## src/rtl/serial_divider_pkg.sv

```systemverilog
// Shared definitions for the RV32M serial divider: width, FSM states, op codes.
package serial_divider_pkg;

   localparam int XLEN = 32;

   localparam logic [1:0] S_IDLE = 2'd0;
   localparam logic [1:0] S_CALC = 2'd1;
   localparam logic [1:0] S_DONE = 2'd2;

   localparam logic [1:0] OP_DIV  = 2'b00;
   localparam logic [1:0] OP_DIVU = 2'b01;
   localparam logic [1:0] OP_REM  = 2'b10;
   localparam logic [1:0] OP_REMU = 2'b11;

   function automatic logic [XLEN-1:0] absIf(input logic [XLEN-1:0] v, input logic en);
      return (en && v[XLEN-1]) ? -v : v;
   endfunction

endpackage

```

## src/rtl/serial_divider_if.sv

```systemverilog
// Request/response bundle between the execute stage and the serial divider.
interface serial_divider_if import serial_divider_pkg::*; ();

   logic            i_start;
   logic [1:0]      i_op;
   logic [XLEN-1:0] i_dividend;
   logic [XLEN-1:0] i_divisor;
   logic            o_busy;
   logic            o_done;
   logic [XLEN-1:0] o_result;

   modport master (
      output i_start, i_op, i_dividend, i_divisor,
      input  o_busy, o_done, o_result
   );

   modport slave (
      input  i_start, i_op, i_dividend, i_divisor,
      output o_busy, o_done, o_result
   );

endinterface

```

## src/rtl/serial_divider_fullsub.sv

```systemverilog
// One-bit full subtractor cell; chained to form the ripple-borrow subtract.
module FULLSUB (
   input  logic a,
   input  logic b,
   input  logic bI,
   output logic d,
   output logic bO
);

   assign d  = a ^ b ^ bI;
   assign bO = (~a & b) | (~(a ^ b) & bI);

endmodule

```

## src/rtl/serial_divider.sv

```systemverilog
// Restoring shift-subtract divider for DIV/DIVU/REM/REMU, one quotient bit per clock.
module serial_divider import serial_divider_pkg::*; (
   input  logic             clk,
   input  logic             rst,
   serial_divider_if.slave  bus
);

   logic [1:0]      r_state;
   logic [4:0]      r_cnt;
   logic [XLEN-1:0] r_rem;
   logic [XLEN-1:0] r_quo;
   logic [XLEN-1:0] r_div;
   logic [XLEN-1:0] r_result;
   logic            r_selRem;
   logic            r_negQ;
   logic            r_negR;

   logic [XLEN:0]   w_shifted;
   logic [XLEN:0]   w_subB;
   logic [XLEN:0]   w_diff;
   logic [XLEN+1:0] w_borrow;
   logic            w_restore;
   logic            w_unusedDiffMsb;
   logic [XLEN-1:0] w_nextRem;
   logic [XLEN-1:0] w_nextQuo;
   logic [XLEN-1:0] w_finalRem;
   logic [XLEN-1:0] w_finalQuo;
   logic            w_signed;
   logic            w_divZero;
   logic            w_overflow;

   assign w_shifted   = {r_rem, r_quo[XLEN-1]};
   assign w_subB      = {1'b0, r_div};
   assign w_borrow[0] = 1'b0;

   genvar gi;
   generate
      for (gi = 0; gi <= XLEN; gi++) begin : g_sub
         FULLSUB u_cell (
            .a  (w_shifted[gi]),
            .b  (w_subB[gi]),
            .bI (w_borrow[gi]),
            .d  (w_diff[gi]),
            .bO (w_borrow[gi+1])
         );
      end
   endgenerate

   // A successful subtract always leaves the difference below the divisor, so its MSB is zero.
   assign w_restore       = w_borrow[XLEN+1];
   assign w_unusedDiffMsb = w_diff[XLEN];
   assign w_nextRem       = w_restore ? w_shifted[XLEN-1:0] : w_diff[XLEN-1:0];
   assign w_nextQuo       = {r_quo[XLEN-2:0], ~w_restore};
   assign w_finalRem      = r_negR ? -w_nextRem : w_nextRem;
   assign w_finalQuo      = r_negQ ? -w_nextQuo : w_nextQuo;

   assign w_signed   = ~bus.i_op[0];
   assign w_divZero  = (bus.i_divisor == '0);
   assign w_overflow = w_signed && (bus.i_dividend == {1'b1, {(XLEN-1){1'b0}}})
                                && (bus.i_divisor == '1);

   always_ff @(posedge clk) begin
      if (rst) begin
         r_state  <= S_IDLE;
         r_cnt    <= '0;
         r_rem    <= '0;
         r_quo    <= '0;
         r_div    <= '0;
         r_result <= '0;
         r_selRem <= 1'b0;
         r_negQ   <= 1'b0;
         r_negR   <= 1'b0;
      end else begin
         case (r_state)
            S_IDLE, S_DONE: begin
               if (bus.i_start) begin
                  r_selRem <= bus.i_op[1];
                  if (w_divZero) begin
                     r_result <= bus.i_op[1] ? bus.i_dividend : '1;
                     r_state  <= S_DONE;
                  end else if (w_overflow) begin
                     r_result <= bus.i_op[1] ? '0 : {1'b1, {(XLEN-1){1'b0}}};
                     r_state  <= S_DONE;
                  end else begin
                     r_state <= S_CALC;
                     r_cnt   <= 5'd31;
                     r_rem   <= '0;
                     r_quo   <= absIf(bus.i_dividend, w_signed);
                     r_div   <= absIf(bus.i_divisor, w_signed);
                     r_negQ  <= w_signed & (bus.i_dividend[XLEN-1] ^ bus.i_divisor[XLEN-1]);
                     r_negR  <= w_signed & bus.i_dividend[XLEN-1];
                  end
               end else begin
                  r_state <= S_IDLE;
               end
            end
            S_CALC: begin
               r_rem <= w_nextRem;
               r_quo <= w_nextQuo;
               r_cnt <= r_cnt - 5'd1;
               if (r_cnt == 5'd0) begin
                  r_state  <= S_DONE;
                  r_result <= r_selRem ? w_finalRem : w_finalQuo;
               end
            end
            default: r_state <= S_IDLE;
         endcase
      end
   end

   assign bus.o_busy   = (r_state == S_CALC);
   assign bus.o_done   = (r_state == S_DONE);
   assign bus.o_result = r_result;

endmodule

```

## src/flat_wrapper.sv

```systemverilog
// flat-port wrapper written by rule: the top's interface ports become plain ports
module serial_divider_flat import serial_divider_pkg::*;
  (clk, rst, bus_i_start, bus_i_op, bus_i_dividend, bus_i_divisor, bus_o_busy, bus_o_done, bus_o_result);
  serial_divider_if bus_i ();
  input  logic clk;
  input  logic rst;
  input wire logic [$bits(bus_i.i_start)-1:0] bus_i_start;
  input wire logic [$bits(bus_i.i_op)-1:0] bus_i_op;
  input wire logic [$bits(bus_i.i_dividend)-1:0] bus_i_dividend;
  input wire logic [$bits(bus_i.i_divisor)-1:0] bus_i_divisor;
  output wire logic [$bits(bus_i.o_busy)-1:0] bus_o_busy;
  output wire logic [$bits(bus_i.o_done)-1:0] bus_o_done;
  output wire logic [$bits(bus_i.o_result)-1:0] bus_o_result;
  assign bus_i.i_start = bus_i_start;
  assign bus_i.i_op = bus_i_op;
  assign bus_i.i_dividend = bus_i_dividend;
  assign bus_i.i_divisor = bus_i_divisor;
  assign bus_o_busy = bus_i.o_busy;
  assign bus_o_done = bus_i.o_done;
  assign bus_o_result = bus_i.o_result;
  serial_divider u_core (.clk(clk), .rst(rst), .bus(bus_i));
endmodule
```

## config.mk

```make
export PLATFORM = sky130hd
export DESIGN_NAME = serial_divider_flat
export DESIGN_NICKNAME = d
export VERILOG_FILES = /design/src/rtl/serial_divider_pkg.sv /design/src/rtl/serial_divider_if.sv /design/src/rtl/serial_divider_fullsub.sv /design/src/rtl/serial_divider.sv /design/src/flat_wrapper.sv
export SDC_FILE = /design/constraint.sdc
export NUM_CORES = 1
export LEC_CHECK = 0
export ABC_AREA = 0
export BUFFER_PORTS_ARGS = -buffer_cell sky130_fd_sc_hd__buf_2
export CAP_MARGIN = 25
export CORE_MARGIN = 4
export CORE_UTILIZATION = 50
export CTS_CLUSTER_DIAMETER = 150
export DETAILED_ROUTE_END_ITERATION = 10
export PLACE_DENSITY = 0.69
export SETUP_SLACK_MARGIN = 0.3
export SLEW_MARGIN = 25
export SYNTH_ARGS = -nofsm -noshare
export SYNTH_HDL_FRONTEND = slang
export SYNTH_SLANG_ARGS = --single-unit
```

## constraint.sdc

```tcl
create_clock -name clk -period 26.4 [get_ports clk]
set_clock_uncertainty 0.1 [all_clocks]
set_input_delay 5.28 -clock clk [delete_from_list [all_inputs] [get_ports clk]]
set_output_delay 5.28 -clock clk [all_outputs]
set_load 0.01 [all_outputs]
```

==> reports/metrics.yaml, run 1 <==
outcome:
  status: "completed"
job:
  cap_violations: 0
timing:
  slew_viol_final: 0
  slew-limit-headroom_pct: 39.1
  setup_viol: 0
  fin_ws_ns: 10.13
  clock.fmax_mhz: 61.5
  tns_ns: 0
  timing.final.crit_share_pct: 61.6
  worstMarginPinSlew_ns: 0.909
  fin_crit_ns: 16.27
  timing.final.hold_violations: 0
  rsz0062_at_grt: "false"
floorplanning:
  dieArea_mm2: 0.0229
  die_h_um: 151
  start_util_pct: 50.8
  die_w_um: 151
  core_mm2: 0.0202
  pin_count: 103
  rows: 52
synthesis:
  synth-edff-count: 0
  ys_ff_latch: 138
  avgSynthCellArea_um2: 7.64
  synthArstFlopShare_pct: 0
  synth_area_mm2: 0.0103
  synth-warning-count: 0
  syn_nets: 1452
  synth_cell_types: 72
  synth_cells: 1344
  ys.flop_type: "dfxtp_1"
  seq_area_frac_synth_pct: 26.9
power:
  p_per_area_mw_per_mm2: 77.1
  peakVddDrop_mv: 0.0490
  finalPower_mw: 0.878
  p_leak_nw: 4.18
critical_path:
  r2r-end: "u_core.bus.o_result[22]$_SDFFE_PP0P_"
  critPathCaptureType: "flop"
  rr_worst_depth: 46
  crit_slowest_cell: "fa_1"
  reg2reg_from: "u_core.r_quo[31]$_SDFFE_PP0P_"
  worst_path_most_repeated_cell: "fa_1"
  crit_fanout: 19
  required_ns: 26.65
  arrival_ns: 16.52
  ff2ff_setup_slack_ns: 10.13
  start_kind: "flop"
  crit_family: "adder cells"
  cpPeakStageDelay_ns: 0.65
  critPathBufInv: 5
  path_class: "reg -> reg"
clock_network:
  clkSlewWorstSetupHoldPaths_ns: 0.06
  cts_htree_levels: 4
  clkLatencyLatePin_ns: 0.42
  cts_setup_buffers: 0
  cts_tree: "built"
  cts-root-buf: "clkbuf_16"
  cts_resized: 0
  clock-sinks: 138
  clk_path_buf_depth: 2
  cts_made_buffers: 17
  holdBufCountCts: 0
global_routing:
  antenna_found_initial: 0
  grt_pass1_wl_mm: 54.2
  grt_pass1_vias: 9672
  grt_use_total_pct: 30.1
  overflow: 0
  grt_max_degree: 102
worst_hold_path:
  hp-class: "reg -> reg"
  min_from: "u_core.r_div[31]$_SDFFE_PP0P_"
  holdPathStages: 2
  holdPathEnd: "u_core.r_div[31]$_SDFFE_PP0P_"
placed_design:
  postPlaceCellArea_mm2: 0.0108
  post-dp-hpwl_mm: 24.9
  port_buffers: 102
  finalWeightedCongestion: 0.910
  place_ws_ns: 10.39
routing:
  viasPerCell: 6.38
  drc: 0
  detail_route.wl_per_cell_um: 20.7
  ant_nets: 0
  wl_mm: 34.4
  drt-pass1-iter-count: 5
  via_count: 10600
  drt_iter0_markers: 1188
layout:
  area_growth_pct: 10.8
  n_antenna_cell: 0
  drive_above_1_share_pct: 12.2
  fillerInstances: 1945
  fin_area_mm2: 0.0114
  final_net_count: 1486
  layout_common_cells: "nor2_1 (228), dfxtp_1 (138), buf_2 (101)"
  fin_util_pct: 56.2
  final_common_cell: "nor2_1"
-- tightest hold or removal path, delay by kind of cell, from the launching register on --
family	cells	cell delay (ns)
AOI/OAI and AO/OA	1	0.05
DFF	1	0.31
and+or+nand+nor	1	0.05
-- cells in the mapped netlist (all sizes together) (15+ instances only) --
master    n  area [µm²]
dfxtp   138        2760
nor2    230         863
mux2i    30         300
nand2    85         319
or4      17         128
clkbuf   72         270
a221oi   18         158
nand3    24         120
xnor2    57         499
a211oi   47         358
fa       31         621
o211ai   15         113
xor2     46         403
a31oi    38         238
o41ai    16         140
nor3     39         200
a21oi    82         410
or3      19         119
inv      52         195
buf      29         174
nor4     41         278
o31ai    24         180
o21ai    48         240
-- worst max-delay path by stage --
| stage | startpoint | end | slack, ns | cells past startpoint |
|---|---|---|---|---|
| after floorplan | u_core.r_quo[31]$_SDFFE_PP0P_ | u_core.bus.o_result[28]$_SDFFE_PP0P_ | 11.24 | 50 |
| after global placement | u_core.r_quo[31]$_SDFFE_PP0P_ | u_core.bus.o_result[22]$_SDFFE_PP0P_ | 10.68 | 46 |
| after detailed placement | u_core.r_quo[31]$_SDFFE_PP0P_ | u_core.bus.o_result[22]$_SDFFE_PP0P_ | 10.39 | 46 |
| after CTS | u_core.r_quo[31]$_SDFFE_PP0P_ | u_core.bus.o_result[22]$_SDFFE_PP0P_ | 10.26 | 46 |
| after global routing | u_core.r_quo[31]$_SDFFE_PP0P_ | u_core.bus.o_result[22]$_SDFFE_PP0P_ | 9.38 | 46 |
| final | u_core.r_quo[31]$_SDFFE_PP0P_ | u_core.bus.o_result[22]$_SDFFE_PP0P_ | 10.13 | 46 |
-- registers in the layout, indices dropped and copies added, names as in the netlist --
register	flops
u_core.r_negQ	1
u_core.r_selRem	1
u_core.r_state	2
u_core.r_div	32
u_core.r_negR	1
u_core.r_rem	32
u_core.r_quo	32
u_core.bus.o_result	32
u_core.r_cnt	5
-- report_power, final --
part           leakage [nW]  internal, mW  switching, mW  total (mW)
sequential             1.13         0.227         0.0212       0.248
combinational          2.77         0.139          0.258       0.397
clock                 0.275         0.137         0.0963       0.233
total                  4.18         0.502          0.375       0.878
-- per-stage QoR --
stage,hold WS [ns],std cells
after floorplan,0.336,1344
after global placement,0.347,1629
after detailed placement,0.359,1629
after CTS,0.368,1661
after global routing,0.397,1661
final,0.365,1661
-- metal layers --
metal | routed length [µm] | share of wire, % | vias to the layer above | global-route usage, %
met2 | 15800 | 46 | 542 | 47.3
met3 | 3150 | 9.2 | 72 | 5.39
met4 | 811 | 2.4 | 0 | 8.34
met1 | 14700 | 43 | 5021 | 42.6
met5 | 0 | 0 | - | 0
li1 | - | - | 4960 | -
-- final cells by class --
class	count	area [µm²]	area share, %
sequential	138	2760	24.3
clock buffer	21	470	4.13
tap	270	338	2.97
inverter	53	199	1.75
multi-input combinational	1052	6890	60.6
timing repair buffer	116	622	5.46
clock inverter	11	95.1	0.836
-- cells by family (layout without fill, tap and decap cells) --
group	after synthesis	after routing	share of synthesized area, %
AO/OA/AOI/OAI	358	358	23.5
XOR/XNOR	103	103	8.78
adder cells (fa/ha/maj)	39	39	7.02
buffers and inverters	154	201	6.26
flip-flops	138	138	26.9
multiplexers	33	33	3.25
AND/OR/NAND/NOR	519	519	24.3
Note: power is estimated with default switching activity, not from simulation.
==> run 2: changes to the inputs <==
--- a/config.mk
+++ b/config.mk
@@ -12,7 +12,7 @@
 export CORE_UTILIZATION = 50
 export CTS_CLUSTER_DIAMETER = 150
 export DETAILED_ROUTE_END_ITERATION = 10
-export PLACE_DENSITY = 0.69
+export PLACE_DENSITY = 0.72
 export SETUP_SLACK_MARGIN = 0.3
 export SLEW_MARGIN = 25
 export SYNTH_ARGS = -nofsm -noshare
==> constraint.sdc (replaced) <==
create_clock -name clk -period 14.48 [get_ports clk]
set_clock_uncertainty 0.1 [all_clocks]
set_input_delay 2.896 -clock clk [delete_from_list [all_inputs] [get_ports clk]]
set_output_delay 2.896 -clock clk [all_outputs]
set_load 0.01 [all_outputs]
==> run 2 against run 1 <==
Clock power increased by 78%. Core utilization increased by 2.3 points. Via count increased by 0.24%. Worst hold slack got worse by 0.0021 ns. Count of clock-buffer cells in the layout decreased by 1. Combinational power increased by 120%. Non-clock buffer count increased by 18. Sequential power increased by 83%. Critical path depth decreased by 2. Sequential share of layout area decreased by 0.95 points.
==> reports/metrics.yaml, run 2 (synthesized netlist as in run 1, its figures left out) <==
routing:
  ant_nets: 0  # unchanged
  drt-pass1-iter-count: 6  # +1
  drt_iter0_markers: 1117  # -6.0%
  drc: 0  # unchanged
  detail_route.wl_per_cell_um: 20.3  # -2.1%
  wl_mm: 34.1  # -1.1%
  viasPerCell: 6.33  # -0.84%
  via_count: 10600  # +0.24%
clock_network:
  cts_htree_levels: 4  # unchanged
  clkSlewWorstSetupHoldPaths_ns: 0.06  # about the same
  clock-sinks: 138  # unchanged
  cts-root-buf: "clkbuf_16"
  clkLatencyLatePin_ns: 0.44  # +0.02 ns
  cts_tree: "built"
  clk_path_buf_depth: 2  # unchanged
  holdBufCountCts: 0  # unchanged
  cts_made_buffers: 17  # unchanged
placed_design:
  finalWeightedCongestion: 0.951  # +4.5%
  port_buffers: 102  # unchanged
  post-dp-hpwl_mm: 24.8  # -0.38%
floorplanning:
  core_mm2: 0.0202  # unchanged
  pin_count: 103  # unchanged
  start_util_pct: 50.8  # unchanged
  die_h_um: 151  # unchanged
  die_w_um: 151  # unchanged
  rows: 52  # unchanged
  dieArea_mm2: 0.0229  # unchanged
critical_path:
  crit_slowest_cell: "or4_4"
  ff2ff_setup_slack_ns: 0.68  # -9.46 ns
  crit_fanout: 5  # -14
  critPathCaptureType: "flop"
  cpPeakStageDelay_ns: 0.50  # -0.15 ns
  worst_path_most_repeated_cell: "fa_2"
  arrival_ns: 13.99  # -2.53 ns
  required_ns: 14.67  # -11.98 ns
  start_kind: "flop"
  path_class: "reg -> reg"
timing:
  slew-limit-headroom_pct: 31.9  # -7.2 points
  clock.fmax_mhz: 72.4  # +18%
  tns_ns: 0  # unchanged
  setup_viol: 0  # unchanged
  timing.final.crit_share_pct: 95.3  # +34 points
  timing.final.hold_violations: 0  # unchanged
  rsz0062_at_grt: "false"
  worstMarginPinSlew_ns: 1.02  # +0.112 ns
  fin_crit_ns: 13.80  # -2.46 ns
  slew_viol_final: 0  # unchanged
layout:
  layout_common_cells: "nor2_1 (229), dfxtp_1 (137), buf_2 (101)"
  drive_above_1_share_pct: 17.5  # +5.3 points
  area_growth_pct: 15.4
  fillerInstances: 1857  # -4.5%
  final_common_cell: "nor2_1"
  final_net_count: 1505  # +1.3%
  ff_latch_area_mm2: 0.00276  # about the same
  multi_input_area_mm2: 0.00721  # +4.6%
  n_antenna_cell: 0  # unchanged
worst_hold_path:
  hp-class: "reg -> reg"
global_routing:
  grt_use_total_pct: 30.0  # -0.11 points
  gr-usage-met1_pct: 42.4  # -0.16 points
  grt_pass1_wl_mm: 53.7  # -0.92%
  grt_max_degree: 85  # -17%
  use_met3_pct: 4.61  # -0.78 points
  use_met2_pct: 47.3  # about the same
  grt_pass1_vias: 9647  # -0.26%
  overflow: 0  # unchanged
  antenna_found_initial: 0  # unchanged
  busiest_layer: "met2"
power:
  peakVddDrop_mv: 0.106  # +120%
  finalPower_mw: 1.73  # +97%
  p_leak_nw: 4.28  # +2.5%
  p_per_area_mw_per_mm2: 146  # +89%
outcome:
  status: "completed"
job:
  cap_violations: 0  # unchanged
-- run 2: layout make-up --
| class | instances | share of cell area [%] |
|---|---|---|
| Inverter | 53 | 1.68 |
| Timing Repair Buffer | 134 | 6.63 |
| Clock inverter | 11 | 0.834 |
| Sequential cell | 138 | 23.3 |
| Clock buffer | 20 | 3.85 |
| Tap cell | 270 | 2.85 |
| Multi-Input combinational cell | 1053 | 60.8 |
-- run 2: power breakdown --
group | internal, mW | switching, mW | leakage (nW)
clock | 0.243 | 0.172 | 0.268
sequential | 0.413 | 0.0399 | 1.13
combinational | 0.341 | 0.522 | 2.88
total | 0.998 | 0.733 | 4.28
-- run 2: what timing repair did --
item	4_1_cts	5_1_grt
cloned	0	1
buffers inserted	0	4
pin swaps	0	11
gates resized for setup	5	49
endpoints found under the setup margin	17	30
-- run 2: critical path, delay by kind of cell (launching register included) --
family	cells	cell delay [ns]
xor gates and xnor gates	1	0.21
adders and majority gates	32	10.83
and+or+nand+nor	3	0.89
buffers and inverters	5	0.42
AOI/OAI and AO/OA	3	0.80
DFF	1	0.35
-- run 2: worst paths after layout --
kind,endpoint,cells after the start,from
hold reg to reg,u_core.r_div[31]$_SDFFE_PP0P_,2,u_core.r_div[31]$_SDFFE_PP0P_
setup reg to reg,u_core.bus.o_result[25]$_SDFFE_PP0P_,44,u_core.r_quo[31]$_SDFFE_PP0P_
setup / recovery,u_core.bus.o_result[25]$_SDFFE_PP0P_,44,u_core.r_quo[31]$_SDFFE_PP0P_
hold / removal,u_core.r_div[31]$_SDFFE_PP0P_,2,u_core.r_div[31]$_SDFFE_PP0P_
-- run 2: through the flow --
step                      setup slack (ns)  util (%)  hold slack (ns)  area, µm²  instances
after floorplan                      0.314         -            0.336      10400       1344
after global placement               0.325      54.5            0.345      11000       1643
after detailed placement             0.142      54.5            0.357      11000       1643
after CTS                            0.305      57.4            0.365      11600       1674
after global routing                 0.323      58.6            0.385      11800       1679
final                                0.676      58.6            0.363      11800       1679
-- run 2: metal layers --
metal	wire length (µm)	vias to the layer above	part of all wire, %
li1	-	5001	-
met1	14800	5022	43
met2	15700	526	46
met3	2820	71	8.3
met4	787	0	2.3
met5	0	-	0
==> run 3: changes to the inputs <==
--- a/config.mk
+++ b/config.mk
@@ -6,8 +6,8 @@
 export NUM_CORES = 1
 export LEC_CHECK = 0
 export ABC_AREA = 0
+export ABC_CLOCK_PERIOD_IN_PS = 14480
 export BUFFER_PORTS_ARGS = -buffer_cell sky130_fd_sc_hd__buf_2
-export CAP_MARGIN = 25
 export CORE_MARGIN = 4
 export CORE_UTILIZATION = 50
 export CTS_CLUSTER_DIAMETER = 150
@@ -17,4 +17,5 @@
 export SLEW_MARGIN = 25
 export SYNTH_ARGS = -nofsm -noshare
 export SYNTH_HDL_FRONTEND = slang
+export SYNTH_HIERARCHICAL = 1
 export SYNTH_SLANG_ARGS = --single-unit
==> run 3 against run 2 <==
Worst hold slack got worse by 0.0058 ns. Non-clock buffer count increased by 120. Core utilization increased by 10 points. The run now ends with setup timing left. Global-route usage increased by 0.18 points. Highest routed layer unchanged.
==> reports/metrics.yaml, run 3 <==
outcome:
  status: "finished, violations left"
  violations: "setup timing"
timing:
  rsz0062_at_grt: "true"
  timing.final.hold_violations: 0  # unchanged
  holdWs_ns: 0.358  # -0.00582 ns
  timing.final.crit_share_pct: 118  # +22 points
  fin_ws_ns: -2.55  # -3.23 ns
  slew_viol_final: 0  # unchanged
  worstMarginPinSlew_ns: 1.15  # +0.132 ns
  fin_crit_ns: 17.03  # +3.23 ns
  setup_viol: 65  # +65
  clock.fmax_mhz: 58.7  # -19%
  slew-limit-headroom_pct: 22.9  # -8.9 points
synthesis:
  seq_area_frac_synth_pct: 27.2  # +0.27 points
  yosysMostFrequentCell: "nor2_1"
  synth-edff-count: 0  # unchanged
  synth_area_mm2: 0.0102  # -0.99%
  ys_top_cells_by_count: "nor2_1 (141), dfxtp_1 (138), inv_1 (122)"
  synthTopCellsByArea: "dfxtp_1 (27%), fa_1 (6.5%), a21oi_1 (5.4%), nor2_1 (5.2%), xnor2_1 (5.0%)"
  avgSynthCellArea_um2: 7.72  # +1.0%
  synth_cell_types: 70  # -2.8%
  yosys.area.top_type: "dfxtp_1"
  ys.flop_type: "dfxtp_1"
  ys_ff_latch: 138  # unchanged
  synth_top_area_share_pct: 27.2  # +0.27 points
  synth_cells: 1317  # -2.0%
  synthArstFlopShare_pct: 0  # unchanged
  synth-warning-count: 6  # +6
layout:
  layout_common_cells: "dfxtp_1 (136), nor2_1 (131), nand2_1 (112)"
  drive_above_1_share_pct: 34.7  # +17 points
  n_antenna_cell: 0  # unchanged
  fillerInstances: 1496  # -19%
  instances_no_fill: 1786  # +6.4%
  final_common_cell: "dfxtp_1"
  multi_input_area_mm2: 0.00746  # +3.5%
  final_net_count: 1617  # +7.4%
  area_growth_pct: 33.3
  fin_util_pct: 68.7  # +10 points
  ff_latch_area_mm2: 0.00277  # +0.14%
power:
  pwr-share-clk_pct: 37.9  # +14 points
  sw_frac_of_total_pct: 34.1  # -8.2 points
  p_per_area_mw_per_mm2: 88.6  # -39%
  peakVddDrop_mv: 0.0910  # -15%
  p_comb_share_pct: 26.3  # -24 points
  sequentialPowerShare_pct: 35.9  # +9.7 points
  power_switching_mw: 0.410  # -44%
  p_int_mw: 0.791  # -21%
  p_leak_nw: 5.39  # +26%
  finalPower_mw: 1.20  # -31%
routing:
  drt-pass1-iter-count: 6  # unchanged
  drc: 0  # unchanged
  detail_route.wl_per_cell_um: 21.5  # +5.7%
  drt_iter0_markers: 1545  # +38%
  ant_nets: 0  # unchanged
  wl_mm: 38.3  # +12%
  via_count: 11100  # +4.5%
  viasPerCell: 6.21  # -1.8%
clock_network:
  clk_path_buf_depth: 2  # unchanged
  cts_tree: "built"
  clock-sinks: 138  # unchanged
  cts_made_buffers: 17  # unchanged
  clkSlewWorstSetupHoldPaths_ns: 0.06  # about the same
  cts-root-buf: "clkbuf_16"
  holdBufCountCts: 0  # unchanged
  cts_htree_levels: 4  # unchanged
  clkLatencyLatePin_ns: 0.44  # about the same
floorplanning:
  core_mm2: 0.0197  # -2.6%
  die_h_um: 151  # -0.47%
  die_w_um: 151  # -0.47%
  pin_count: 103  # unchanged
  rows: 51  # -1.9%
  start_util_pct: 51.6  # +0.82 points
  dieArea_mm2: 0.0227  # -0.94%
critical_path:
  path_class: "reg -> reg"
  rr_worst_depth: 110  # +150%
  crit_family: "adder cells"
  required_ns: 14.68  # about the same
  crit_slowest_cell: "or4b_4"
  critical_path_cell_count: 110  # +150%
  crit_fanout: 5  # unchanged
  cpPeakStageDelay_ns: 0.47  # -0.03 ns
  critPathCaptureType: "flop"
  start_kind: "flop"
  critPathBufInv: 68  # +63
  arrival_ns: 17.22  # +3.23 ns
  worst_path_most_repeated_cell: "inv_2"
global_routing:
  antenna_found_initial: 0  # unchanged
  grt_use_total_pct: 30.2  # +0.18 points
  grt_pass1_wl_mm: 53.9  # +0.23%
  grt_pass1_vias: 9635  # -0.12%
  grt_max_degree: 95  # +12%
  overflow: 0  # unchanged
worst_hold_path:
  holdPathStages: 2  # unchanged
  hp-class: "reg -> reg"
placed_design:
  port_buffers: 102  # unchanged
  dp_cells: 1702  # +3.6%
  finalWeightedCongestion: 0.975  # +2.5%
  post-dp-hpwl_mm: 25.2  # +1.6%
job:
  cap_violations: 0  # unchanged
-- run 3: kinds of logic after synthesis --
kind of cell	after synthesis	share of synthesized area, %
fa+ha+maj	40	7.36
xor+xnor	110	9.47
mux	39	4.04
compound gates	352	23.1
buf+inv	206	8.07
other cells	1	0.0369
flops	138	27.2
simple gates	431	20.8
-- run 3: repair_timing --
| action | 4_1_cts | 5_1_grt |
|---|---|---|
| endpoints found under the setup margin | 65 | 65 |
| setup buffers | 6 | 44 |
| resized for setup | 74 | 172 |
| gates cloned | 0 | 2 |
| pin swaps | 37 | 50 |
-- run 3: power by group through the flow --
| stage | combinational, mW | sequential, mW | clock (mW) |
|---|---|---|---|
| floorplan | 0.167 | 0.430 | 0 |
| global placement | 0.252 | 0.435 | 0 |
| detailed placement | 0.255 | 0.435 | 0 |
| CTS | 0.269 | 0.427 | 0.458 |
| global route | 0.335 | 0.433 | 0.477 |
| finish | 0.315 | 0.430 | 0.455 |
-- run 3: worst register-to-register path, delay by kind of cell, from the launching register on --
family	cells	cell delay, ns
adders and majority gates	34	10.94
buffers and inverters	68	3.53
AOI/OAI and AO/OA	4	0.90
and+or+nand+nor	2	0.68
DFF	1	0.34
muxes	1	0.26
xor gates and xnor gates	1	0.17
-- run 3: layout make-up --
| type | instances | area share (%) |
|---|---|---|
| clock buffers | 19 | 3.27 |
| clock inverters | 13 | 1.17 |
| inverters | 123 | 3.44 |
| multi-input cells | 974 | 55.0 |
| flip-flops and latches | 138 | 20.4 |
| well taps | 265 | 2.45 |
| repair buffers | 254 | 14.2 |
-- run 3: path summary, 6_finish.rpt --
kind / from / end / slack (ns)
max: u_core/r_div[0]$_SDFFE_PP0P_ / u_core/bus.o_result[30]$_SDFFE_PP0P_ / -2.55
min reg2reg: u_core/bus.o_result[18]$_SDFFE_PP0P_ / u_core/bus.o_result[18]$_SDFFE_PP0P_ / 0.36
max reg2reg: u_core/r_div[0]$_SDFFE_PP0P_ / u_core/bus.o_result[30]$_SDFFE_PP0P_ / -2.55
min: u_core/bus.o_result[18]$_SDFFE_PP0P_ / u_core/bus.o_result[18]$_SDFFE_PP0P_ / 0.36
-- run 3: per-stage QoR --
step / instance area [µm²] / TNS (ns) / setup WS (ns)
6_report: 13600 / -106.54 / -2.55
5_1_grt: 13600 / -137.57 / -3.15
4_1_cts: 12500 / -89.79 / -2.20
3_5_place_dp: 11600 / -91.19 / -2.32
3_3_place_gp: 11600 / -80.86 / -2.12
2_1_floorplan: 10400 / -60.89 / -2.56
-- run 3: per-layer routing --
layer | vias to the layer above | GRT usage [%] | routed length (µm)
met3 | 139 | 8.97 | 4320
li1 | 5023 | - | -
met4 | 0 | 10.9 | 1620
met2 | 704 | 44.0 | 16900
met1 | 5231 | 42.4 | 15500
met5 | - | 0 | 0
